<file path="src/rtl/t_ff_bank.sv">
// Bank of WIDTH toggle flip-flops with per-bit toggle, binary up/down count and parallel load.
// q, tc and chg are registered one edge after sampling; en=0 holds q.
module t_ff_bank #(
  parameter int          WIDTH   = 8,
  parameter logic [31:0] RST_VAL = 32'd0
) (
  input  logic             clk,
  input  logic             rst,
  input  logic             en,
  input  logic [1:0]       mode,
  input  logic [WIDTH-1:0] t,
  input  logic [WIDTH-1:0] load_val,
  output logic [WIDTH-1:0] q,
  output logic             tc,
  output logic [WIDTH-1:0] chg
);

  typedef enum logic [1:0] {
    MODE_TOGGLE = 2'b00,
    MODE_UP     = 2'b01,
    MODE_DOWN   = 2'b10,
    MODE_LOAD   = 2'b11
  } mode_e;

  localparam logic [WIDTH-1:0] ONE     = WIDTH'(1);
  localparam logic [WIDTH-1:0] Q_RESET = RST_VAL[WIDTH-1:0];

  mode_e            mode_sel;
  logic [WIDTH-1:0] q_q, q_d;
  logic [WIDTH-1:0] chg_q, chg_d;
  logic             tc_q, tc_d;

  assign mode_sel = mode_e'(mode);

  // Ripple-toggle counting is the same as +/-1; the carry out is the wrap.
  always_comb begin
    q_d  = q_q;
    tc_d = 1'b0;
    if (en) begin
      case (mode_sel)
        MODE_TOGGLE: q_d = q_q ^ t;
        MODE_UP: begin
          q_d  = q_q + ONE;
          tc_d = &q_q;
        end
        MODE_DOWN: begin
          q_d  = q_q - ONE;
          tc_d = ~|q_q;
        end
        MODE_LOAD: q_d = load_val;
        default:   q_d = q_q;
      endcase
    end
    chg_d = q_d ^ q_q;
  end

  always_ff @(posedge clk) begin
    if (rst) begin
      q_q   <= Q_RESET;
      tc_q  <= 1'b0;
      chg_q <= '0;
    end else begin
      q_q   <= q_d;
      tc_q  <= tc_d;
      chg_q <= chg_d;
    end
  end

  assign q   = q_q;
  assign tc  = tc_q;
  assign chg = chg_q;

endmodule

</file>
<file path="config.mk">
export PLATFORM = sky130hd
export DESIGN_NAME = t_ff_bank
export DESIGN_NICKNAME = d
export VERILOG_FILES = /design/src/rtl/t_ff_bank.sv
export SDC_FILE = /design/constraint.sdc
export NUM_CORES = 1
export LEC_CHECK = 0
export ABC_AREA = 1
export CELL_PAD_IN_SITES_DETAIL_PLACEMENT = 1
export CELL_PAD_IN_SITES_GLOBAL_PLACEMENT = 2
export CORE_AREA = 2 2 78 80
export CTS_BUF_LIST = sky130_fd_sc_hd__clkbuf_8
export CTS_CLUSTER_SIZE = 10
export DETAILED_ROUTE_END_ITERATION = 16
export DIE_AREA = 0 0 80 82
export GPL_TIMING_DRIVEN = 0
export HOLD_SLACK_MARGIN = 0.15
export PLACE_DENSITY = 0.81
export SKIP_LAST_GASP = 1
export SLEW_MARGIN = 0
export SYNTH_ARGS = -nofsm -noshare
export SYNTH_HDL_FRONTEND = slang
export SYNTH_SLANG_ARGS = --single-unit
</file>
<file path="constraint.sdc">
create_clock -name clk -period 2.8 [get_ports clk]
set_input_delay 0.42 -clock clk [delete_from_list [all_inputs] [get_ports clk]]
set_output_delay 0.42 -clock clk [all_outputs]
set_load 0.01 [all_outputs]
</file>
# Word-level counts from Yosys, hierarchy flattened
# Cells that the tools add are included.
[totals] input_bits=21 memories=0 mem_bits_rw=0 wordCells=19 out_inout_bits=17 mem_bits_ro=0 latchBits=0 reg_bits=17
[op_classes] div=0 n_eq_ne=3 mux=3 n_lt_le_gt_ge=0 addsub=2 bitwise_logic=3 reduce_logical=5 n_mul=0 shifts=0
[ops] operator="$pmux W8 S4" count=1
[ops] operator="$xor A8 B8 Y8" count=2
[ops] operator="$add A8 B1 Y8 const B" count=1
[ops] operator="$mux W8" count=1
[ops] operator="$reduce_and A8 Y1" count=1
[ops] operator="$reduce_or A8 Y1" count=1
[ops] operator="$sub A8 B1 Y8 const B" count=1
[ops] operator="$eq A2 B2 Y1 const B" count=2
[ops] operator="$eq A2 B1 Y1 const B" count=1
[ops] operator="$logic_not A2 Y1" count=1
[ops] operator="$pmux W1 S2" count=1
[ops] operator="$reduce_or A2 Y1" count=1
[ops] operator="$logic_not A1 Y1" count=1
[ops] operator="$not A1 Y1" count=1

# Logic depth before layout (Yosys ltp)
# Gate-level depths: netlist of run 1.
[depth] ltp_word=4 mapped_depth=18 depth_no_buf=17

# Worst setup path before layout of run 1
# No wires, ideal clock.
[synth_timing] path_kind="input -> register" startpoint="input port mode[0]" endpoint="register chg_q[6] (netlist: chg[6])" path_buffers=1 arrival_ns=1.950 required_time_ns=2.686 cell_stages=16 setup_ns=0.114 setup_slack_ns=0.737 path_cell_list="inv_1 -> ha_1 -> buf_6 -> nor2_2 -> nor2_4 -> ha_1 -> a21oi_1 -> inv_1 -> nand3_1 -> nand2_1 -> nand2_1 -> nand3_2 -> nand2_2 -> nand2_2 -> a21oi_1 -> nor2_1"
[synth_between] elab_chain_cells=4 elab_cells_between_ends=7 cone_classes="3 x eq/ne; 2 x mux; 1 x bitwise; 1 x reduce/logical"
[synth_rtl] element="start, declared" line="10" source="input logic [1:0] mode,"
[synth_rtl] element="$eq A2 B2 Y1, or another cell as far along" line="40" source="case (mode_sel)"
[synth_rtl] element="$pmux W8 S4 (*)" line="40"
[synth_rtl] element="$mux W8 (*)" line="39" source="if (en) begin"
[synth_rtl] element="$xor A8 B8 Y8 (*)" line="54" source="chg_d = q_d ^ q_q;"
[synth_rtl] element="end signal, assigned" line="65" source="chg_q <= chg_d;"
[synth_rtl] element="end, declared" line="30" source="logic [WIDTH-1:0] chg_q, chg_d;"
# Mark *: on every way between the ends. The rest lies on a longest branch, timed or not.
# A chain may end at the register's enable or synchronous reset.

# Worst setup path in the final report of run 1
[layout_timing] startpoint="input port mode[0]" endpoint="register chg_q[2] (netlist: chg[2])"
# Same word-level chain as after synthesis.

==> out/results.txt, run 1 <==
status - completed
nets@finish - 289
die height - 82 µm
area fraction of the dominant cell type after synthesis - 23.4%
Remaining Overflow, GRT - 0
Synth area leaders - dfxtp_1 23%, nand2_1 16%, a21oi_1 8.9%
Crit path arrival time - 2750 ps
Critical Path RT - 2990 ps
Pleak - 0.000892 µW
syn avg cell area - 6.62 µm²
wire per inst - 13.7 µm
RSZ-0062 raised after global routing - no
I/O Buffers - 36
Worst R2R End - chg[2]$_SDFF_PP0_
Yosys reg bits - 17
dpl cell area - 1910 µm²
Rows - 28
Detail Route Antenna Nets - 0
Pwr Density - 383 nW/µm²
dpl cells - 331
CP max FO - 10
vias per cell - 4.51
Antenna diodes - 0
Synth area leader - dfxtp_1
Num CTS Buffers - 3
Worst Setup Start Kind - input port
worst slew pin tran - 315 ps
Max-cap violations - 0
htree depth - 1
multiplexer area fraction after synthesis - 0%
FF-to-FF Start - q[1]$_SDFF_PP0_
Hold Startpoint - rst
R2R cell count - 13
Ys Warns - 0
Synth Area in Compound Gates - 16.4%
M3 GR Usage - 2.97%
Setup CP Type - in2reg
hold path cells - 2
Post-Syn Nets - 248
fin area - 1970 µm²
most used routing layer - met2
simple-gate share of the synthesized area - 36.3%
DRT Pass-1 Iters - 4
Period Utilization, post-route - 91.7%
Post-Synth XOR/XNOR Area - 4.21%
CTS tree - built
Clock Skews - 4.94 ps
Min Hold Slack - 398 ps
# fillers - 741
area grow syn2layout - 35.1%
met1 Usage GRT - 19.8%
Hold Fails Final Rpt - 0
core area - 5750 µm²
Routability Congestion - 0.835
first-pass GRT wire length - 7550 µm
Worst Hold Class - in2reg
initial drt markers - 52
Worst VDD drop - 0.210 mV
IO Pins - 38
post-synth cell types - 32
synthesized-area fraction occupied by adder cells - 6.01%
r2r setup slk - 850 ps
Slew Viols, Final - 0
count of final setup violators - 0
Worst Hold Path EP - q[3]$_SDFF_PP0_
root buffer cell - clkbuf_8
post-route insts no fill - 335
Final Critical Period - 2570 ps
pre-CTS setup slack - -150 ps
Clock Latency Late Sink - 260 ps
Total Die Area - 6560 µm²
Worst-path clk slew - 70 ps
crit end category - flip-flop
register area share after synthesis - 23.4%
Initial Utilization - 25.3%
CTS Buffer Depth - 2
Max Fclk - 390 MHz
Synth Cell Area - 1460 µm²
fraction of layout cells with a size suffix above 1 - 15.0%
Post-Syn Instances - 220
final worst slack - 233 ps
Chip Width - 80 µm
Total Power - 754 µW
initial antenna violation count - 0
GRT Total Usage - 15.2%
final wirelength - 4600 µm
via count - 1510
total setup buffers inserted after CTS - 0
largest family of logic cells by synthesized area - simple AND/OR/NAND/NOR gates
clock sinks - 17
DR DRC count - 0
DP HPWL - 3640 µm
largest net degree at the start of global routing - 11
vias in the first global route - 1529
Slew headroom - 78.7%
met2 Track Usage GR - 26.3%
## routing by layer
metal	part of all wire, %	up-vias	routed length [µm]
met2	47	34	2170
met5	0	-	0
met1	49	690	2250
met4	0.41	0	19
met3	3.5	3	159
li1	-	783	-
## sequential cells by signal, summed over array words and instances, names as in the netlist
signal  cells
q           8
tc          1
chg         8
## metrics by stage
step                util [%]  setup TNS, ps
floorplan                  -              0
global placement        33.3           -420
detailed placement      33.3           -584
CTS                     34.1              0
global route            34.3              0
finish                  34.3              0
## placed cells by master, fill, tap and decap left out, types with 2 or more instances in the layout
cell type         n
nand2_2           9
xor2_1            4
a21oi_1          24
nor2_4            2
dfxtp_1          17
a21oi_2           3
inv_1            23
o21ai_0           5
inv_2             5
xnor2_1           3
o21ai_1           4
nor2_1           14
nand3_1          16
ha_1              7
nand2_1          61
nand2_4           3
clkbuf_8          5
nand3_2           3
clkdlybuf4s50_1  36
## Yosys cell counts
cell type	n
a21oi_1	26
buf_2	1
nand3_1	16
o21a_1	1
nor2_4	2
nor2_1	14
nand4_1	1
bufbuf_16	1
nand2_1	61
ha_1	7
xor2_1	4
inv_1	23
o21ai_4	1
xnor2_1	3
nand2_4	3
nand2_2	9
nand3_2	3
o41ai_1	1
nor2_2	1
inv_2	5
dfxtp_1	17
a211oi_1	1
clkbuf_8	2
inv_8	1
o21ai_1	4
nor3_1	1
o21ai_0	6
buf_4	1
nor4_1	1
buf_6	1
a21oi_2	1
a221o_1	1
## power breakdown
part	switching, µW	internal (µW)
registers	21.2	261
clock network	90.1	99.0
logic	151	131
## cell type report
class                      count  area, µm²  area share (%)
inverter                      29        116            5.91
clock inverter                 1       5.00           0.254
clock buffer                   3       41.3            2.10
sequential                    17        340            17.3
buffer                         6       83.8            4.26
tap                           75       93.8            4.77
timing repair buffer          36        360            18.3
multi-input combinational    168        927            47.1
## critical path: stages
cell             delay [ps]
clkdlybuf4s50_1         510
inv_1                    90
ha_1                    230
buf_6                   160
nor2_2                  150
nor2_4                   60
ha_1                    190
a21oi_2                 130
inv_1                    90
nand2_1                  70
nand3_1                  80
a21oi_1                 150
o21ai_1                 130
nand2_1                  80
nand2_1                  60
nor2_1                  140
## repair_timing
action,CTS,global route
hold buffers,0,0
hold endpoints to repair,0,0
endpoints found under the setup margin,0,5
resized for setup,0,4
## worst max-delay path by stage
stage	from	to	slack, ps	depth (start not counted)
3_5_place_dp	mode[0]	chg[2]$_SDFF_PP0_	-150	16
3_3_place_gp	mode[0]	chg[2]$_SDFF_PP0_	-120	16
2_1_floorplan	mode[0]	chg[6]$_SDFF_PP0_	740	16
4_1_cts	mode[0]	chg[2]$_SDFF_PP0_	110	16
6_report	mode[0]	chg[2]$_SDFF_PP0_	230	16
5_1_grt	mode[0]	chg[6]$_SDFF_PP0_	10	18
## cells by family (layout without fill, tap and decap cells)
kind of cell,after synthesis,in the layout
fa+ha+maj,7,7
buf+inv,35,75
flops,17,17
compound gates,42,42
simple gates,112,112
xor+xnor,7,7
Note: power is estimated with default switching activity, not from simulation.
==> run 2: changes to the inputs <==
Settings changed: ABC_CLOCK_PERIOD_IN_PS set to 2700.
Clock period 2.8 ns to 2.7 ns, I/O delays scaled along.
==> out/results.txt, run 2 (synthesis results as in run 1) <==
I/O Buffers - 36
first-pass GRT wire length - 7550 µm
Worst Hold Path EP - q[3]$_SDFF_PP0_
crit-path cells - clkdlybuf4s50_1 -> ha_1 -> buf_6 -> nand2_2 -> inv_1 -> nor2_4 -> ha_1 -> a21oi_2 -> inv_2 -> nand2_1 -> nand3_1 -> a21oi_1 -> o21ai_1 -> nand2_1 -> nand2_1 -> nor2_1
dpl cells - 331
Antenna diodes - 0
clock sinks - 17
Detail Route Antenna Nets - 0
Net Sw Frac - 34.8%
Final Critical Period - 2460 ps
Internal - 511 µW
Pwr Density - 396 nW/µm²
Clock Skews - 4.93 ps
vias per cell - 4.50
FF-to-FF Start - q[1]$_SDFF_PP0_
Chip Width - 80 µm
Setup TNS - 0 ps
DR DRC count - 0
nets@finish - 289
sw power - 273 µW
clock share of power - 25.0%
Period Utilization, post-route - 91.2%
Crit path depth - 16
dpl cell area - 1910 µm²
most frequent cells in the layout - 61 x nand2_1, 35 x clkdlybuf4s50_1, 24 x a21oi_1, 22 x inv_1, 17 x dfxtp_1
Initial Utilization - 25.3%
cell family with the largest share of critical-path delay - buffers and inverters
Remaining Overflow, GRT - 0
Worst VDD drop - 0.218 mV
CP dominant cell by count - nand2_1
die height - 82 µm
initial antenna violation count - 0
Crit path arrival time - 2650 ps
post-route insts no fill - 335
Clock Latency Late Sink - 260 ps
Pleak - 0.000901 µW
CP max FO - 10
GRT Total Usage - 15.2%
Comb pwr share - 37.5%
root buffer cell - clkbuf_8
final wirelength - 4560 µm
DRT Pass-1 Iters - 4
Slew Viols, Final - 0
CTS tree - built
Setup CP Type - in2reg
Buffers & Inverters on Critical Path - 4
initial drt markers - 51
Worst-path clk slew - 70 ps
Hold Fails Final Rpt - 0
Critical Path RT - 2890 ps
Worst Hold Class - in2reg
Max-cap violations - 0
vias in the first global route - 1529
crit end category - flip-flop
fraction of layout cells with a size suffix above 1 - 15.4%
CTS Buffer Depth - 2
Largest stage delay, worst path - 530 ps
Rows - 28
Worst R2R End - chg[2]$_SDFF_PP0_
fin area - 1980 µm²
Seq pwr share - 37.5%
status - completed
Max Fclk - 406 MHz
hold path cells - 2
CP max-delay cell - clkdlybuf4s50_1
Slew headroom - 77.1%
most common cell after layout, fill and taps aside - nand2_1
Hold Startpoint - rst
core area - 5750 µm²
r2r setup slk - 750 ps
count of final setup violators - 0
Routability Congestion - 0.835
via count - 1506
worst slew pin tran - 343 ps
largest net degree at the start of global routing - 11
DP HPWL - 3640 µm
IO Pins - 38
# fillers - 742
wire per inst - 13.6 µm
Worst Setup Start Kind - input port
Hold-fix buffers, CTS - 0
Num CTS Buffers - 3
Total Die Area - 6560 µm²
RSZ-0062 raised after global routing - no
register area - 340 µm²
Multi-input gate area - 932 µm²
htree depth - 1
area grow syn2layout - 35.7%
R2R cell count - 13
## run 2: how the worst max path moves through the flow
| stage | endpoint | from | slack (ps) |
|---|---|---|---|
| after global placement | chg[2]$_SDFF_PP0_ | mode[0] | -200 |
| after global routing | chg[6]$_SDFF_PP0_ | mode[1] | 7 |
| after floorplan | chg[6]$_SDFF_PP0_ | mode[0] | 650 |
| after detailed placement | chg[2]$_SDFF_PP0_ | mode[0] | -230 |
| after CTS | chg[2]$_SDFF_PP0_ | mode[0] | 20 |
| final | chg[2]$_SDFF_PP0_ | mode[1] | 240 |
## run 2: final cells by class
type                            instances  share of cell area, %
Multi-Input combinational cell        168                   47.2
Timing Repair Buffer                   36                   18.4
Sequential cell                        17                   17.2
Inverter                               29                   5.89
Tap cell                               75                   4.75
Buffer                                  6                   4.24
Clock buffer                            3                   2.09
Clock inverter                          1                  0.253
## run 2: what timing repair did
action | in CTS | in global routing
setup endpoints to repair | 0 | 6
resized for setup | 0 | 7
hold endpoints to repair | 0 | 0
setup buffers | 0 | 0
## run 2: per-stage QoR
step / util [%] / hold slack [ps] / worst slack, ps / power [µW]
finish: 34.4 / 381 / 236 / 783
detailed placement: 33.3 / 557 / -235 / 593
global placement: 33.3 / 554 / -203 / 588
CTS: 34.1 / 373 / 23.3 / 794
global route: 34.4 / 391 / 6.82 / 840
floorplan: - / 535 / 652 / 471
## run 2: per-layer routing
| layer | track usage, % | wire (µm) | up-vias | part of all wire, % |
|---|---|---|---|---|
| met5 | 0 | 0 | - | 0 |
| met2 | 26.3 | 2180 | 32 | 48 |
| met1 | 19.8 | 2210 | 686 | 48 |
| met4 | 2.54 | 19 | 0 | 0.42 |
| met3 | 2.97 | 157 | 3 | 3.4 |
| li1 | - | - | 785 | - |
## run 2: power by group through the flow
stage               Combinational, µW  Sequential [µW]  Clock (µW)
floorplan                         168              304           0
global placement                  289              299           0
detailed placement                294              299           0
CTS                               295              293         206
global route                      331              297         212
finish                            294              293         196
==> RTL change 1 (flow settings as in run 1) <==
Add an input register stage for `en`, `mode`, `t` and `load_val`; this delays them by one clock. Comments in the files are not updated.
--- a/src/rtl/t_ff_bank.sv
+++ b/src/rtl/t_ff_bank.sv
@@ -26,4 +26,16 @@
   localparam logic [WIDTH-1:0] Q_RESET = RST_VAL[WIDTH-1:0];
 
+  logic en_q;
+  logic [1:0] mode_q;
+  logic [WIDTH-1:0] t_q;
+  logic [WIDTH-1:0] load_val_q;
+
+  always_ff @(posedge clk) begin
+    en_q       <= en;
+    mode_q     <= mode;
+    t_q        <= t;
+    load_val_q <= load_val;
+  end
+
   mode_e            mode_sel;
   logic [WIDTH-1:0] q_q, q_d;
@@ -31,5 +43,5 @@
   logic             tc_q, tc_d;
 
-  assign mode_sel = mode_e'(mode);
+  assign mode_sel = mode_e'(mode_q);
 
   // Ripple-toggle counting is the same as +/-1; the carry out is the wrap.
@@ -37,7 +49,7 @@
     q_d  = q_q;
     tc_d = 1'b0;
-    if (en) begin
+    if (en_q) begin
       case (mode_sel)
-        MODE_TOGGLE: q_d = q_q ^ t;
+        MODE_TOGGLE: q_d = q_q ^ t_q;
         MODE_UP: begin
           q_d  = q_q + ONE;
@@ -48,5 +60,5 @@
           tc_d = ~|q_q;
         end
-        MODE_LOAD: q_d = load_val;
+        MODE_LOAD: q_d = load_val_q;
         default:   q_d = q_q;
       endcase
Check against the original RTL: not equivalent (a bounded check fails within 4 cycles, from zero or initial values and one cycle with rst high).
==> RTL change 1 against run 1 <==
- hold slack gained 160 ps
- sequential power grew 100%
- sequential share of layout area up 14 points
- worst setup slack improved by 250 ps
- sequential cell count is 19 higher
- critical path type is now register to register
- clock power up 96%
- largest cell class unchanged
- count of clock-buffer cells in the layout is 2 higher
- final area grew 18%
- synthesized area is 21% higher
- wire length grew 12%
- maximum frequency up 11%
- power is 62% higher
==> RTL change 1: results (changes against run 1) <==
** Placed design
- The estimated wirelength of the detail-placed design was 3.89 mm (+6.9%).
- The final weighted congestion in routability-driven placement is 0.793 (-5.0%).

** Worst setup path
- The flop-to-flop setup slack was 480 ps (-370 ps).
- The critical path starts at mode_q[0].
- Length in cells of the worst reg-to-reg path :: 15 (+2)
- The cell family contributing the most delay on the critical path is compound AO/OA/AOI/OAI gates.

** GRT
- GR met2 Demand/Resource :: 29.7% (+3.3 points)
- Met3 demand-to-capacity share in global routing :: 3.74% (+0.77 points)
- Via count of the first global-routing pass :: 1733 (+13%)
- The largest net degree at the start of global routing came to 12 (+1).
- Global-route track usage on met1 :: 20.9% (+1.2 points)
- The global router's overall resource usage was 17.1% (+1.9 points).

** Timing
- The worst setup skew after layout came to 8.14 ps (+3.20 ps).
- Slew at the pin closest to its max-slew limit :: 566 ps (+251 ps)

** Route
- Routed wirelength normalized by instance count :: 14.0 um (+2.2%)
- Avg Vias per Cell :: 4.62 (+2.5%)
- WL met2 :: 2.56 mm (+18%)
- The met1 wire length was 2.34 mm (+4.1%).

** Cells and area
- The final-layout fill cell count came to 756 (+2.0%).
- The number of nets in the layout came to 320 (+11%).

** Power
- Peak VDD IR :: 0.227 mV (+8.1%)
- The clock distribution power came to 0.370 mW (+96%).
- The static power due to leakage is 1.05 nW (+18%).
- Switching share of power :: 30.6% (-4.2 points)

** Yosys
- Synth Area in Compound Gates :: 11.8% (-4.6 points)
- Arithmetic-cell share of the synthesized area counting full adders, half adders and majority gates :: 4.95% (-1.1 points)
- Net count of the mapped netlist :: 276 (+11%)
- The distinct cell type count of the synthesized netlist came to 27 (-16%).
- The post-synthesis share of cell area spent on xor and xnor gates is 2.97% (-1.2 points).
- Largest cells by area after synthesis :: dfxtp_1 (41%), nand2_1 (15%), a21oi_1 (5.9%)

** Worst hold path
- The path with the worst hold slack has its endpoint at load_val_q[2].
- The worst hold path begins at load_val[2].

** Outcome
- Result of the run :: finished clean
## RTL change 1: changes by cell type after synthesis, moves of 3 or more
cell / delta
inv_1: +4
a21oi_1: -5
dfxtp_1: +19
inv_2: -3
nand2_1: +11
xor2_1: -3
nand2_4: -3
clkbuf_1: +4
## RTL change 1: through the flow
stage	util, %	instance area [sq um]	instances	worst slack (ps)	hold slack (ps)
final	40.3	2320	368	479	562
after global routing	40.3	2320	368	148	552
after CTS	40.3	2320	368	455	558
after detailed placement	38.9	2230	360	491	572
after global placement	38.9	2230	360	525	597
after floorplan	-	1770	248	810	448
## RTL change 1: area by class of cell
cell class | instances | area, sq um | area share (%)
buffer | 10 | 62.6 | 2.70
tap | 75 | 93.8 | 4.05
timing repair buffer | 37 | 370 | 16.0
sequential | 36 | 721 | 31.1
inverter | 30 | 118 | 5.08
multi-input combinational | 172 | 867 | 37.4
clock inverter | 3 | 16.3 | 0.702
clock buffer | 5 | 68.8 | 2.97
==> RTL change 2 (config.mk and constraints of run 1) <==
Without the edit above. Set the parameter `WIDTH` to 7 (it was 8).
--- a/src/rtl/t_ff_bank.sv
+++ b/src/rtl/t_ff_bank.sv
@@ -2,5 +2,5 @@
 // q, tc and chg are registered one edge after sampling; en=0 holds q.
 module t_ff_bank #(
-  parameter int          WIDTH   = 8,
+  parameter int          WIDTH   = 7,
   parameter logic [31:0] RST_VAL = 32'd0
 ) (
Interface: changed (resized chg, load_val, q and t); port bits go from 38 to 34. The function was not compared with the original's and may differ.
==> RTL change 2 against run 1 <==
- worst setup slack improved by 73 ps
- wire length decreased by 14%
- power decreased by 11%
- sequential cell count decreased by 2
- combinational power decreased by 11%
- synthesized area decreased by 14%
- final cell count decreased by 4.5%
- global-route usage decreased by 1.9 points
- final area decreased by 12%
- critical path type unchanged
- critical endpoint is now chg[4]
- largest power group is now combinational cells
- highest routed layer unchanged
==> RTL change 2: results (changes against run 1) <==
** Outcome
- The run finished with clean final reports.

** GRT
- Global router's overall resource usage :: 13.3% (-1.9 points)
- The number of global-route vias before repair is 1407 (-8.0%).
- The met1 routing resource usage after global routing was 17.0% (-2.8 points).
- Global-route wire length before repair :: 6.78 mm (-10%)
- GR met2 Demand/Resource :: 23.2% (-3.2 points)

** Cells and area
- The antenna diode instance count is 0 (unchanged).
- The final-layout fill cell count was 768 (+3.6%).
- The fraction of final layout cells sized beyond drive strength 1 came to 9.80% (-5.2 points).
- Final nets :: 271 (-6.2%)
- Number of non-filler instances in the completed layout :: 320 (-4.5%)
- The cell area after layout is 1730 sq um (-12%).

** Yosys
- The register area share after synthesis is 23.9% (+0.54 points).
- The average instance area after synthesis came to 6.01 sq um (-9.2%).
- Number of distinct library cells after synthesis :: 22 (-31%)
- The post-synthesis share of cell area spent on xor and xnor gates is 3.49% (-0.72 points).
- Commonest cells in the synthesized netlist :: nand2_1 (74), nand3_1 (21), inv_1 (19)
- The most used flip-flop cell after synthesis is dfxtp_1.
- By area the synthesized netlist is led by dfxtp_1 (24%), nand2_1 (22%), nand3_1 (8.4%).
- Synth Area in Compound Gates :: 11.8% (-4.7 points)
- The number of nets produced by synthesis was 234 (-5.6%).
- Arithmetic-cell share of the synthesized area counting full adders, half adders and majority gates :: 5.98% (-0.038 points)

** Route
- The number of design-rule violations left by the first detailed-router iteration came to 46 (-12%).
- Avg Vias per Cell :: 4.34 (-3.8%)
- The met1 wire length was 1.97 mm (-12%).
- Routed wirelength normalized by instance count :: 12.4 um (-9.8%)
- WL met2 :: 1.85 mm (-15%)
- The length of routed met3 wiring is 120 um (-25%).

** Placed design
- The area of placed instances is 1670 sq um (-13%).
- Pre-CTS WS :: -33.0 ps (+117 ps)
- Count of placed standard cells including taps :: 316 (-4.5%)
- The estimated wirelength of the detail-placed design came to 3.14 mm (-14%).
- Number of input and output port buffers inserted :: 32 (-11%)
- Global placer's final weighted congestion :: 0.818 (-2.0%)

** Worst setup path
- The data arrival at the endpoint of the critical path is 2640 ps (-110 ps).
- The largest stage delay on the critical path was 450 ps (-60 ps).

** Power
- Lkg Pwr :: 0.811 nW (-9.0%)
- Peak VDD IR :: 0.175 mV (-17%)

** Timing
- The worst setup skew after layout is 6.76 ps (+1.82 ps).
- Slew at the pin closest to its max-slew limit :: 338 ps (+22.3 ps)
==> RTL change 2: cell count changes after synthesis, moves of 3 or more <==
cell,run 1,this run
nand2_1,61,74
a21oi_1,26,15
nand3_1,16,21
inv_1,23,19
nand2_2,9,5
o21ai_1,4,0
nand2_4,3,0
nand3_2,3,0
nor2_1,14,17
==> RTL change 2: layout make-up <==
cell class | count | area share, %
Clock buffer | 3 | 2.39
Timing Repair Buffer | 32 | 18.5
Clock inverter | 1 | 0.217
Buffer | 10 | 5.21
Multi-Input combinational cell | 160 | 45.6
Sequential cell | 15 | 17.4
Inverter | 24 | 5.35
Tap cell | 75 | 5.42
==> RTL change 2: worst paths after layout <==
check             endpoint  depth (start not counted)  slack (ps)
setup / recovery    chg[4]                         20         310
hold / removal        q[1]                          2         380
setup reg to reg    chg[4]                         16         900
hold reg to reg       q[5]                          2         570
==> RTL change 2: where the power goes <==
part	switching (mW)	internal, mW
combinational	0.134	0.116
sequential	0.0124	0.232
clock	0.0788	0.0973
total	0.226	0.445
